<file path="src/rtl/dst_reg_pipe_if.sv">
// Decode-side bundle for dst_reg_pipe: destination select inputs, pipeline
// control, decode source addresses, and the write-back / hazard outputs.
interface dst_reg_pipe_if #(
  parameter int ADDR_W = 5,
  parameter int DEPTH  = 3
);
  localparam int CNT_W = $clog2(DEPTH + 1);

  logic [1:0]        RegDst;
  logic              RegWrite;
  logic              valid_in;
  logic              stall;
  logic              flush;
  logic [ADDR_W-1:0] mux_in_a;
  logic [ADDR_W-1:0] mux_in_b;
  logic [ADDR_W-1:0] rs_addr;
  logic [ADDR_W-1:0] rt_addr;
  logic [ADDR_W-1:0] mux_out;
  logic              wb_we;
  logic [ADDR_W-1:0] wb_addr;
  logic              hazard_rs;
  logic              hazard_rt;
  logic [CNT_W-1:0]  fwd_rs;
  logic [CNT_W-1:0]  fwd_rt;
  logic [CNT_W-1:0]  pending_count;

  // Decode stage drives the request side.
  modport master (
    output RegDst, RegWrite, valid_in, stall, flush,
    output mux_in_a, mux_in_b, rs_addr, rt_addr,
    input  mux_out, wb_we, wb_addr, hazard_rs, hazard_rt,
    input  fwd_rs, fwd_rt, pending_count
  );

  modport slave (
    input  RegDst, RegWrite, valid_in, stall, flush,
    input  mux_in_a, mux_in_b, rs_addr, rt_addr,
    output mux_out, wb_we, wb_addr, hazard_rs, hazard_rt,
    output fwd_rs, fwd_rt, pending_count
  );
endinterface

</file>
<file path="src/rtl/dst_reg_pipe.sv">
// Destination-register select plus a DEPTH-stage in-flight write tracker that
// drives the register-file write port and reports RAW hazards / forward distance.
module dst_reg_pipe #(
  parameter int ADDR_W   = 5,
  parameter int DEPTH    = 3,
  parameter int LINK_REG = 31
) (
  input  logic          clk,
  input  logic          reset,
  dst_reg_pipe_if.slave bus
);
  localparam int CNT_W = $clog2(DEPTH + 1);

  typedef enum logic [1:0] {
    DST_RT   = 2'b00,
    DST_RD   = 2'b01,
    DST_LINK = 2'b10,
    DST_NONE = 2'b11
  } reg_dst_e;

  typedef struct packed {
    logic              v;
    logic [ADDR_W-1:0] addr;
  } entry_t;

  entry_t            stage_q [DEPTH];
  entry_t            stage_d [DEPTH];
  entry_t            new_entry;
  logic [ADDR_W-1:0] dst_sel;

  // Destination select; codes 00/01 keep the legacy 2:1 mux behaviour.
  always_comb begin
    dst_sel = '0;
    unique case (reg_dst_e'(bus.RegDst))
      DST_RT:   dst_sel = bus.mux_in_b;
      DST_RD:   dst_sel = bus.mux_in_a;
      DST_LINK: dst_sel = ADDR_W'(LINK_REG);
      DST_NONE: dst_sel = '0;
      default:  dst_sel = '0;
    endcase
  end

  assign bus.mux_out = dst_sel;

  // Register 0 is never a real destination, so it is folded into "invalid".
  always_comb begin
    new_entry.v    = bus.valid_in & bus.RegWrite & (dst_sel != '0);
    new_entry.addr = new_entry.v ? dst_sel : '0;
  end

  // Stall injects a bubble but keeps the rest draining; flush additionally
  // kills the instruction currently in stage 0 so it never shifts to stage 1.
  always_comb begin
    // NOTE: every element gets a default before the conditional updates, so
    // no path through this block can leave stage_d holding an inferred latch.
    stage_d = '{default: '0};
    stage_d[0] = (bus.flush || bus.stall) ? '0 : new_entry;
    for (int k = 1; k < DEPTH; k++) begin
      stage_d[k] = (bus.flush && (k == 1)) ? '0 : stage_q[k-1];
    end
  end

  always_ff @(posedge clk) begin
    // NOTE: state is updated with non-blocking assignments so every stage
    // samples its neighbour's pre-edge value; blocking here would collapse
    // the shift into a single-cycle pass-through.
    if (reset) begin
      stage_q <= '{default: '0};
    end else begin
      stage_q <= stage_d;
    end
  end

  assign bus.wb_we   = stage_q[DEPTH-1].v;
  assign bus.wb_addr = stage_q[DEPTH-1].addr;

  // Walk oldest to youngest so the youngest match is the one left standing.
  always_comb begin
    bus.hazard_rs = 1'b0;
    bus.hazard_rt = 1'b0;
    bus.fwd_rs    = '0;
    bus.fwd_rt    = '0;
    for (int k = DEPTH - 1; k >= 0; k--) begin
      if (stage_q[k].v && (stage_q[k].addr == bus.rs_addr) && (bus.rs_addr != '0)) begin
        bus.hazard_rs = 1'b1;
        bus.fwd_rs    = CNT_W'(k + 1);
      end
      if (stage_q[k].v && (stage_q[k].addr == bus.rt_addr) && (bus.rt_addr != '0)) begin
        bus.hazard_rt = 1'b1;
        bus.fwd_rt    = CNT_W'(k + 1);
      end
    end
  end

  always_comb begin
    bus.pending_count = '0;
    for (int k = 0; k < DEPTH; k++) begin
      bus.pending_count = bus.pending_count + CNT_W'(stage_q[k].v);
    end
  end
endmodule
</file>
<file path="src/flat_wrapper.sv">
// flat-port wrapper written by rule: the top's interface ports become plain ports
module dst_reg_pipe_flat 
#(
  parameter int ADDR_W   = 5,
  parameter int DEPTH    = 3,
  parameter int LINK_REG = 31
)
  (clk, reset, bus_RegDst, bus_RegWrite, bus_valid_in, bus_stall, bus_flush, bus_mux_in_a, bus_mux_in_b, bus_rs_addr, bus_rt_addr, bus_mux_out, bus_wb_we, bus_wb_addr, bus_hazard_rs, bus_hazard_rt, bus_fwd_rs, bus_fwd_rt, bus_pending_count);
  dst_reg_pipe_if #(.ADDR_W(ADDR_W), .DEPTH(DEPTH)) bus_i ();
  input  logic clk;
  input  logic reset;
  input wire logic [$bits(bus_i.RegDst)-1:0] bus_RegDst;
  input wire logic [$bits(bus_i.RegWrite)-1:0] bus_RegWrite;
  input wire logic [$bits(bus_i.valid_in)-1:0] bus_valid_in;
  input wire logic [$bits(bus_i.stall)-1:0] bus_stall;
  input wire logic [$bits(bus_i.flush)-1:0] bus_flush;
  input wire logic [$bits(bus_i.mux_in_a)-1:0] bus_mux_in_a;
  input wire logic [$bits(bus_i.mux_in_b)-1:0] bus_mux_in_b;
  input wire logic [$bits(bus_i.rs_addr)-1:0] bus_rs_addr;
  input wire logic [$bits(bus_i.rt_addr)-1:0] bus_rt_addr;
  output wire logic [$bits(bus_i.mux_out)-1:0] bus_mux_out;
  output wire logic [$bits(bus_i.wb_we)-1:0] bus_wb_we;
  output wire logic [$bits(bus_i.wb_addr)-1:0] bus_wb_addr;
  output wire logic [$bits(bus_i.hazard_rs)-1:0] bus_hazard_rs;
  output wire logic [$bits(bus_i.hazard_rt)-1:0] bus_hazard_rt;
  output wire logic [$bits(bus_i.fwd_rs)-1:0] bus_fwd_rs;
  output wire logic [$bits(bus_i.fwd_rt)-1:0] bus_fwd_rt;
  output wire logic [$bits(bus_i.pending_count)-1:0] bus_pending_count;
  assign bus_i.RegDst = bus_RegDst;
  assign bus_i.RegWrite = bus_RegWrite;
  assign bus_i.valid_in = bus_valid_in;
  assign bus_i.stall = bus_stall;
  assign bus_i.flush = bus_flush;
  assign bus_i.mux_in_a = bus_mux_in_a;
  assign bus_i.mux_in_b = bus_mux_in_b;
  assign bus_i.rs_addr = bus_rs_addr;
  assign bus_i.rt_addr = bus_rt_addr;
  assign bus_mux_out = bus_i.mux_out;
  assign bus_wb_we = bus_i.wb_we;
  assign bus_wb_addr = bus_i.wb_addr;
  assign bus_hazard_rs = bus_i.hazard_rs;
  assign bus_hazard_rt = bus_i.hazard_rt;
  assign bus_fwd_rs = bus_i.fwd_rs;
  assign bus_fwd_rt = bus_i.fwd_rt;
  assign bus_pending_count = bus_i.pending_count;
  dst_reg_pipe #(.ADDR_W(ADDR_W), .DEPTH(DEPTH), .LINK_REG(LINK_REG)) u_core (.clk(clk), .reset(reset), .bus(bus_i));
endmodule
</file>
<file path="config.mk">
export PLATFORM = sky130hd
export DESIGN_NAME = dst_reg_pipe_flat
export DESIGN_NICKNAME = d
export VERILOG_FILES = /design/src/rtl/dst_reg_pipe_if.sv /design/src/rtl/dst_reg_pipe.sv /design/src/flat_wrapper.sv
export SDC_FILE = /design/constraint.sdc
export NUM_CORES = 1
export LEC_CHECK = 0
export ABC_AREA = 0
export CELL_PAD_IN_SITES_DETAIL_PLACEMENT = 0
export CELL_PAD_IN_SITES_GLOBAL_PLACEMENT = 1
export CORE_ASPECT_RATIO = 1.25
export CORE_MARGIN = 10
export CORE_UTILIZATION = 30
export CTS_CLUSTER_SIZE = 20
export DETAILED_ROUTE_END_ITERATION = 10
export DONT_BUFFER_PORTS = 1
export PLACE_DENSITY = 0.54
export SLEW_MARGIN = 10
export SYNTH_ARGS = -nofsm -noshare
export SYNTH_HDL_FRONTEND = slang
export SYNTH_SLANG_ARGS = --single-unit
export TNS_END_PERCENT = 50
</file>
<file path="constraint.sdc">
create_clock -name clk -period 3 [get_ports clk]
set_input_delay 0.9 -clock clk [delete_from_list [all_inputs] [get_ports clk]]
set_output_delay 0.9 -clock clk [all_outputs]
set_load 0.005 [all_outputs]
</file>
==> reports/qor.log, run 1 <==
[timing] Worst Tran Pin Value 0.383 ns
[logic_synthesis] fraction of synthesis flops using an asynchronous set or reset pin 0%
[setup_path] CP max FO 4
[floorplan] die height 86.8 um
[clocking] post-cts repair resize count 0
[setup_path] endpoint type of the worst setup path output port
[logic_synthesis] proportion of synthesized chip area in sequential cells 33.6%
[final_layout] share of the core filled with cells 32.9%
[clocking] number of hold buffers added after CTS 0
[detailed_routing] Via-to-Cell Ratio 4.89
[detailed_routing] per-cell routed wire length 16.9 um
[floorplan] Die Outline Area 0.00637 mm2
[logic_synthesis] post-synthesis cell type count 24
[clocking] Clock H-tree levels 1
[final_layout] most common cell after layout, fill and taps aside xnor2_1
[logic_synthesis] Synth Area in XOR/XNOR 24.5%
[worst_hold_path] path class of the lowest-slack min-delay path flop to flop
[floorplan] initial standard-cell utilization of the core 31.0%
[final_layout] net count of the finished layout 149
[final_layout] post-synthesis to final-layout area growth 6.19%
[placed_design] number of placed cells counting well taps 154
[placed_design] count of port buffers added during placement 0
[setup_path] cells traversed along the worst timing path or4_1 > nor2_2 > or4_4 > a21boi_2
[worst_hold_path] Hold Startpoint u_core.stage_d[2]
[logic_synthesis] Gate Count Post-Synth 120
[detailed_routing] violation count after the first detailed-route iteration 14
[detailed_routing] routed vias 772
[timing] period utilisation layout 94.5%
[logic_synthesis] net count of the mapped netlist 149
[setup_path] critical path arrival 1.94 ns
[detailed_routing] overall routed net length 2680 um
[floorplan] Die Width 73.4 um
[setup_path] gate family responsible for the most delay along the worst path simple AND/OR/NAND/NOR gates
[floorplan] area of the core region 0.00345 mm2
[setup_path] library cell contributing the largest single delay on the critical path or4_1
[detailed_routing] DRC violations left 0
[logic_synthesis] Mean Syn Cell Area 8.93 um2
[grt] gr usage total 8.23%
[setup_path] endpoint of the lowest-slack register-to-register path u_core.bus.wb_we
[logic_synthesis] fraction of the mapped netlist area in adder cells 1.87%
[timing] # setup viols final 0
[timing] unrepaired setup endpoints after global routing false
[floorplan] Ports 47
[logic_synthesis] cell area after synthesis 0.00107 mm2
[grt] global routing met3 resource utilization 3.55%
[clocking] clock buffer count from CTS 3
[logic_synthesis] total of warnings raised by yosys 0
[final_layout] count of antenna diodes in the layout 0
[logic_synthesis] combinational family with the most area after synthesis simple AND/OR/NAND/NOR gates
[grt] wire length of the first global-routing pass 4190 um
[final_layout] fraction of final layout cells with drive strength greater than 1 10.9%
[logic_synthesis] share of synthesized area spent on multiplexers 0%
[clocking] Post-CTS Setup Inserts 0
[logic_synthesis] number of storage elements in the synthesis netlist 18
[logic_synthesis] main flop type after synthesis dfxtp_1
[power_and_ir_drop] power density over cell area 412 mW/mm2
[outcome] status finished, final reports clean
[logic_synthesis] simple logic cell fraction of the synthesized area 27.8%
[setup_path] sum of buffers and inverters on the critical path 0
[timing] count of final max-slew check failures 0
[logic_synthesis] share of the synthesized area in compound gates (AO/OA/AOI/OAI) 6.89%
[grt] met1 Usage GRT 8.89%
[worst_hold_path] depth of the worst hold-timing path 1
[grt] largest net degree at the start of global routing 11
[worst_hold_path] terminating pin of the worst hold path u_core.bus.wb_addr[2]
[logic_synthesis] main area contributors after synthesis dfxtp_1 (34%), xnor2_1 (18%), xor2_1 (6.5%)
[placed_design] HPWL Detailed 2390 um
[power_and_ir_drop] Peak VDD IR 0.245 mV
[timing] Slew headroom 74.4%
[timing] Clock Skew 0.00409 ns
[setup_path] kind of start point of the critical path input port
[setup_path] Register-to-Register Path Depth 1
[logic_synthesis] portion of synthesized cell area occupied by the leading cell type 33.6%
[setup_path] crit path kind input port to output port
[timing] fmax 353 MHz
[timing] minimum clock period 2.84 ns
[final_layout] summed area of non-filler cells in the final layout 0.00114 mm2
[placed_design] last weighted congestion value of the routability-driven placer 0.784
[setup_path] FF-to-FF setup slack 2.38 ns
[timing] final-layout setup total negative slack 0 ns
[final_layout] non-filler cells, final 158
[final_layout] commonest non-fill, non-tap cells in the layout xnor2_1 (22), dfxtp_1 (18), nor2_1 (15)
[grt] initial antenna violation count 0
[logic_synthesis] top cell type by total area after synthesis dfxtp_1
[clocking] CTS tree built
[clocking] clock latency at the later pin of the worst-skew pair 0.24 ns
[setup_path] Worst EP required 2.10 ns
[grt] fraction of met2 tracks used by global routing 14.0%
[timing] number of failing hold endpoints at the final stage 0
[grt] most used routing layer in global routing met2
[clocking] total clock sinks 18
[setup_path] worst reg2reg startpoint u_core.stage_d[5]
[grt] via count of the first global-routing pass 850
[clocking] CTS clock-pin slew for the worst setup and hold paths 0.07 ns
[detailed_routing] number of iterations in the first detailed-routing pass 2
[detailed_routing] number of antenna-violating nets in the routed design 0
[floorplan] std cell rows 24
[flow_run] max-cap check violation count 0
[clocking] clock tree buffer depth 2
[grt] grt ovf 0
[clocking] buffer cell driving the clock tree root clkbuf_8
[logic_synthesis] EDFF count, synth 0
[placed_design] Cell Area, Placed 0.00108 mm2
[setup_path] highest cell delay on the worst timing path 0.54 ns
[power_and_ir_drop] static leakage 0.415 nW
metrics by stage:
step,hold slack (ns),setup WS [ns],total power [mW]
after floorplan,0.482,0.246,0.281
after global placement,0.510,0.179,0.287
after detailed placement,0.510,0.169,0.287
after CTS,0.519,0.171,0.476
after global routing,0.524,0.0733,0.495
final,0.511,0.164,0.469
cells by family after synthesis:
group / Yosys count
compound gates: 10
flops: 18
fa+ha+maj: 1
buf+inv: 10
simple gates: 51
xor+xnor: 30
where the power goes:
part / switching, mW / internal, mW
Combinational: 0.0188 / 0.0203
Sequential: 0.00178 / 0.240
Clock: 0.0717 / 0.116
Total: 0.0922 / 0.377
per-layer routing:
layer,vias to the layer above,wire length (um)
li1,396,-
met1,343,1060
met2,29,1370
met3,4,221
met4,0,25
met5,-,0
area by class of cell:
cell class / instances / area (um2)
fill: 355 / 2320
multi-input combinational: 92 / 654
sequential: 18 / 360
clock buffer: 4 / 55.1
tap: 39 / 48.8
inverter: 5 / 18.8
flip-flops by register name, indices dropped and copies added (netlist names):
signal and cells:
u_core.stage_q 6, u_core.bus.wb_we 1, u_core.stage_d 6, u_core.bus.wb_addr 5
how the worst max path moves through the flow:
stage	to	startpoint	depth (start not counted)	slack, ns
after detailed placement	bus_fwd_rt[1]	bus_rt_addr[1]	4	0.17
after floorplan	bus_fwd_rs[1]	bus_rs_addr[1]	4	0.25
after CTS	bus_fwd_rt[1]	bus_rt_addr[1]	4	0.17
final	bus_fwd_rt[1]	bus_rt_addr[1]	4	0.16
after global routing	bus_fwd_rt[1]	bus_rt_addr[1]	4	0.07
after global placement	bus_fwd_rt[1]	bus_rt_addr[1]	4	0.18
cell usage after synthesis, drive strengths merged, types with 3 or more instances:
cell and instances:
buf 5, inv 5, xnor2 22, dfxtp 18, xor2 8, or4 6, nor2 17, nor2b 7
nand4 6, a21oi 3, and2 6
(Power assumes the default switching activity.)
==> run 2: changes to the inputs <==
REMOVE_ABC_BUFFERS = 1   (was not set)
==> run 2 against run 1 <==
Effect of this change: setup slack improved by 0.029 ns; global-route usage increased by 0.73 points; cell count unchanged; sequential cell count unchanged; fmax increased by 1.0%; non-clock buffer count unchanged; critical path type unchanged; sequential power about the same; die area unchanged; first-iteration DRC count increased by 36%; combinational power about the same; highest routed layer unchanged; wire length increased by 3.0%; via count increased by 2.5%.
==> reports/qor.log, run 2 (synthesis results as in run 1) <==
[final_layout] summed area of non-filler cells in the final layout 0.00114 mm2
[detailed_routing] DRC violations left 0
[timing] Slew headroom 75.3%
[clocking] post-cts repair resize count 0
[power_and_ir_drop] power density over cell area 418 mW/mm2
[detailed_routing] number of iterations in the first detailed-routing pass 2
[clocking] clock buffer count from CTS 3
[grt] wire length of the first global-routing pass 4510 um
[final_layout] post-synthesis to final-layout area growth 6.19%
[outcome] status finished, final reports clean
[setup_path] crit path kind input port to output port
[clocking] Clock H-tree levels 1
[setup_path] Worst EP required 2.10 ns
[detailed_routing] routed vias 791
[detailed_routing] overall routed net length 2760 um
[timing] Clock Skew 0.00513 ns
[power_and_ir_drop] static leakage 0.415 nW
[floorplan] die height 86.8 um
[floorplan] Die Width 73.4 um
[setup_path] library cell contributing the largest single delay on the critical path or4_1
[grt] initial antenna violation count 0
[floorplan] std cell rows 24
[flow_run] max-cap check violation count 0
[detailed_routing] number of antenna-violating nets in the routed design 0
[grt] gr usage total 8.96%
[timing] worst hold margin 0.516 ns
[setup_path] kind of start point of the critical path input port
[clocking] number of hold buffers added after CTS 0
[clocking] Post-CTS Setup Inserts 0
[timing] # setup viols final 0
[setup_path] endpoint type of the worst setup path output port
[detailed_routing] per-cell routed wire length 17.5 um
[setup_path] Worst path depth 4
[final_layout] fraction of final layout cells with drive strength greater than 1 10.9%
[placed_design] last weighted congestion value of the routability-driven placer 0.783
[clocking] buffer cell driving the clock tree root clkbuf_8
[timing] period utilisation layout 93.6%
[clocking] CTS clock-pin slew for the worst setup and hold paths 0.07 ns
[clocking] clock tree buffer depth 2
[setup_path] highest cell delay on the worst timing path 0.53 ns
[clocking] CTS tree built
[grt] largest net degree at the start of global routing 11
[timing] fmax 356 MHz
[setup_path] sum of buffers and inverters on the critical path 0
[timing] unrepaired setup endpoints after global routing false
[timing] Worst Tran Pin Value 0.369 ns
[detailed_routing] Via-to-Cell Ratio 5.01
[placed_design] HPWL Detailed 2450 um
[grt] via count of the first global-routing pass 926
[floorplan] area of the core region 0.00345 mm2
[worst_hold_path] depth of the worst hold-timing path 1
[timing] minimum clock period 2.81 ns
[final_layout] count of antenna diodes in the layout 0
[clocking] total clock sinks 18
[timing] final-layout setup total negative slack 0 ns
[worst_hold_path] path class of the lowest-slack min-delay path flop to flop
[grt] grt ovf 0
[floorplan] Ports 47
[timing] number of failing hold endpoints at the final stage 0
[timing] count of final max-slew check failures 0
[placed_design] count of port buffers added during placement 0
[setup_path] Register-to-Register Path Depth 1
[final_layout] commonest non-fill, non-tap cells in the layout xnor2_1 (22), dfxtp_1 (18), nor2_1 (15)
[detailed_routing] violation count after the first detailed-route iteration 19
[power_and_ir_drop] Final Total Pwr 0.475 mW
[setup_path] critical path arrival 1.91 ns
[final_layout] net count of the finished layout 149
[setup_path] gate family responsible for the most delay along the worst path simple AND/OR/NAND/NOR gates
[clocking] clock latency at the later pin of the worst-skew pair 0.25 ns
[floorplan] Die Outline Area 0.00637 mm2
[floorplan] initial standard-cell utilization of the core 31.0%
[final_layout] most common cell after layout, fill and taps aside xnor2_1
[power_and_ir_drop] Peak VDD IR 0.172 mV
[final_layout] share of the core filled with cells 32.9%
[placed_design] Cell Area, Placed 0.00108 mm2
[setup_path] CP max FO 4
[setup_path] cells traversed along the worst timing path or4_1 > nor2_2 > or4_4 > a21boi_2
-- run 2: cell counts in the layout (fill, tap and decap cells not counted) --
Identical to the previous run, type by type.
-- run 2: worst paths after layout --
check	start	slack (ns)	to
hold reg to reg	u_core.stage_d[0]	0.52	u_core.bus.wb_addr[0]
setup / recovery	bus_rt_addr[1]	0.19	bus_fwd_rt[1]
setup reg to reg	u_core.stage_q[17]	2.37	u_core.stage_d[5]
hold / removal	u_core.stage_d[0]	0.52	u_core.bus.wb_addr[0]
-- run 2: cell type report --
type / instances / area [um2]
Multi-Input combinational cell: 92 / 654
Fill cell: 386 / 2320
Clock buffer: 4 / 55.1
Tap cell: 39 / 48.8
Sequential cell: 18 / 360
Inverter: 5 / 18.8
-- run 2: stage by stage --
step                      instances  setup slack, ns
final                           158            0.192
after global routing            158            0.118
after CTS                       158            0.177
after detailed placement        154            0.177
after global placement          154            0.195
after floorplan                 115            0.246
-- run 2: routing by layer --
layer,wire length [um],GRT usage (%),vias to the layer above
li1,-,-,394
met1,993,8.70,360
met2,1390,15.4,33
met3,347,5.15,4
met4,24,3.06,0
met5,0,0,-
-- run 2: report_power, final --
part	switching, mW	leakage, nW	internal [mW]	total (mW)
clock	0.0777	0.0288	0.116	0.194
sequential	0.00183	0.145	0.240	0.242
combinational	0.0188	0.241	0.0203	0.0390
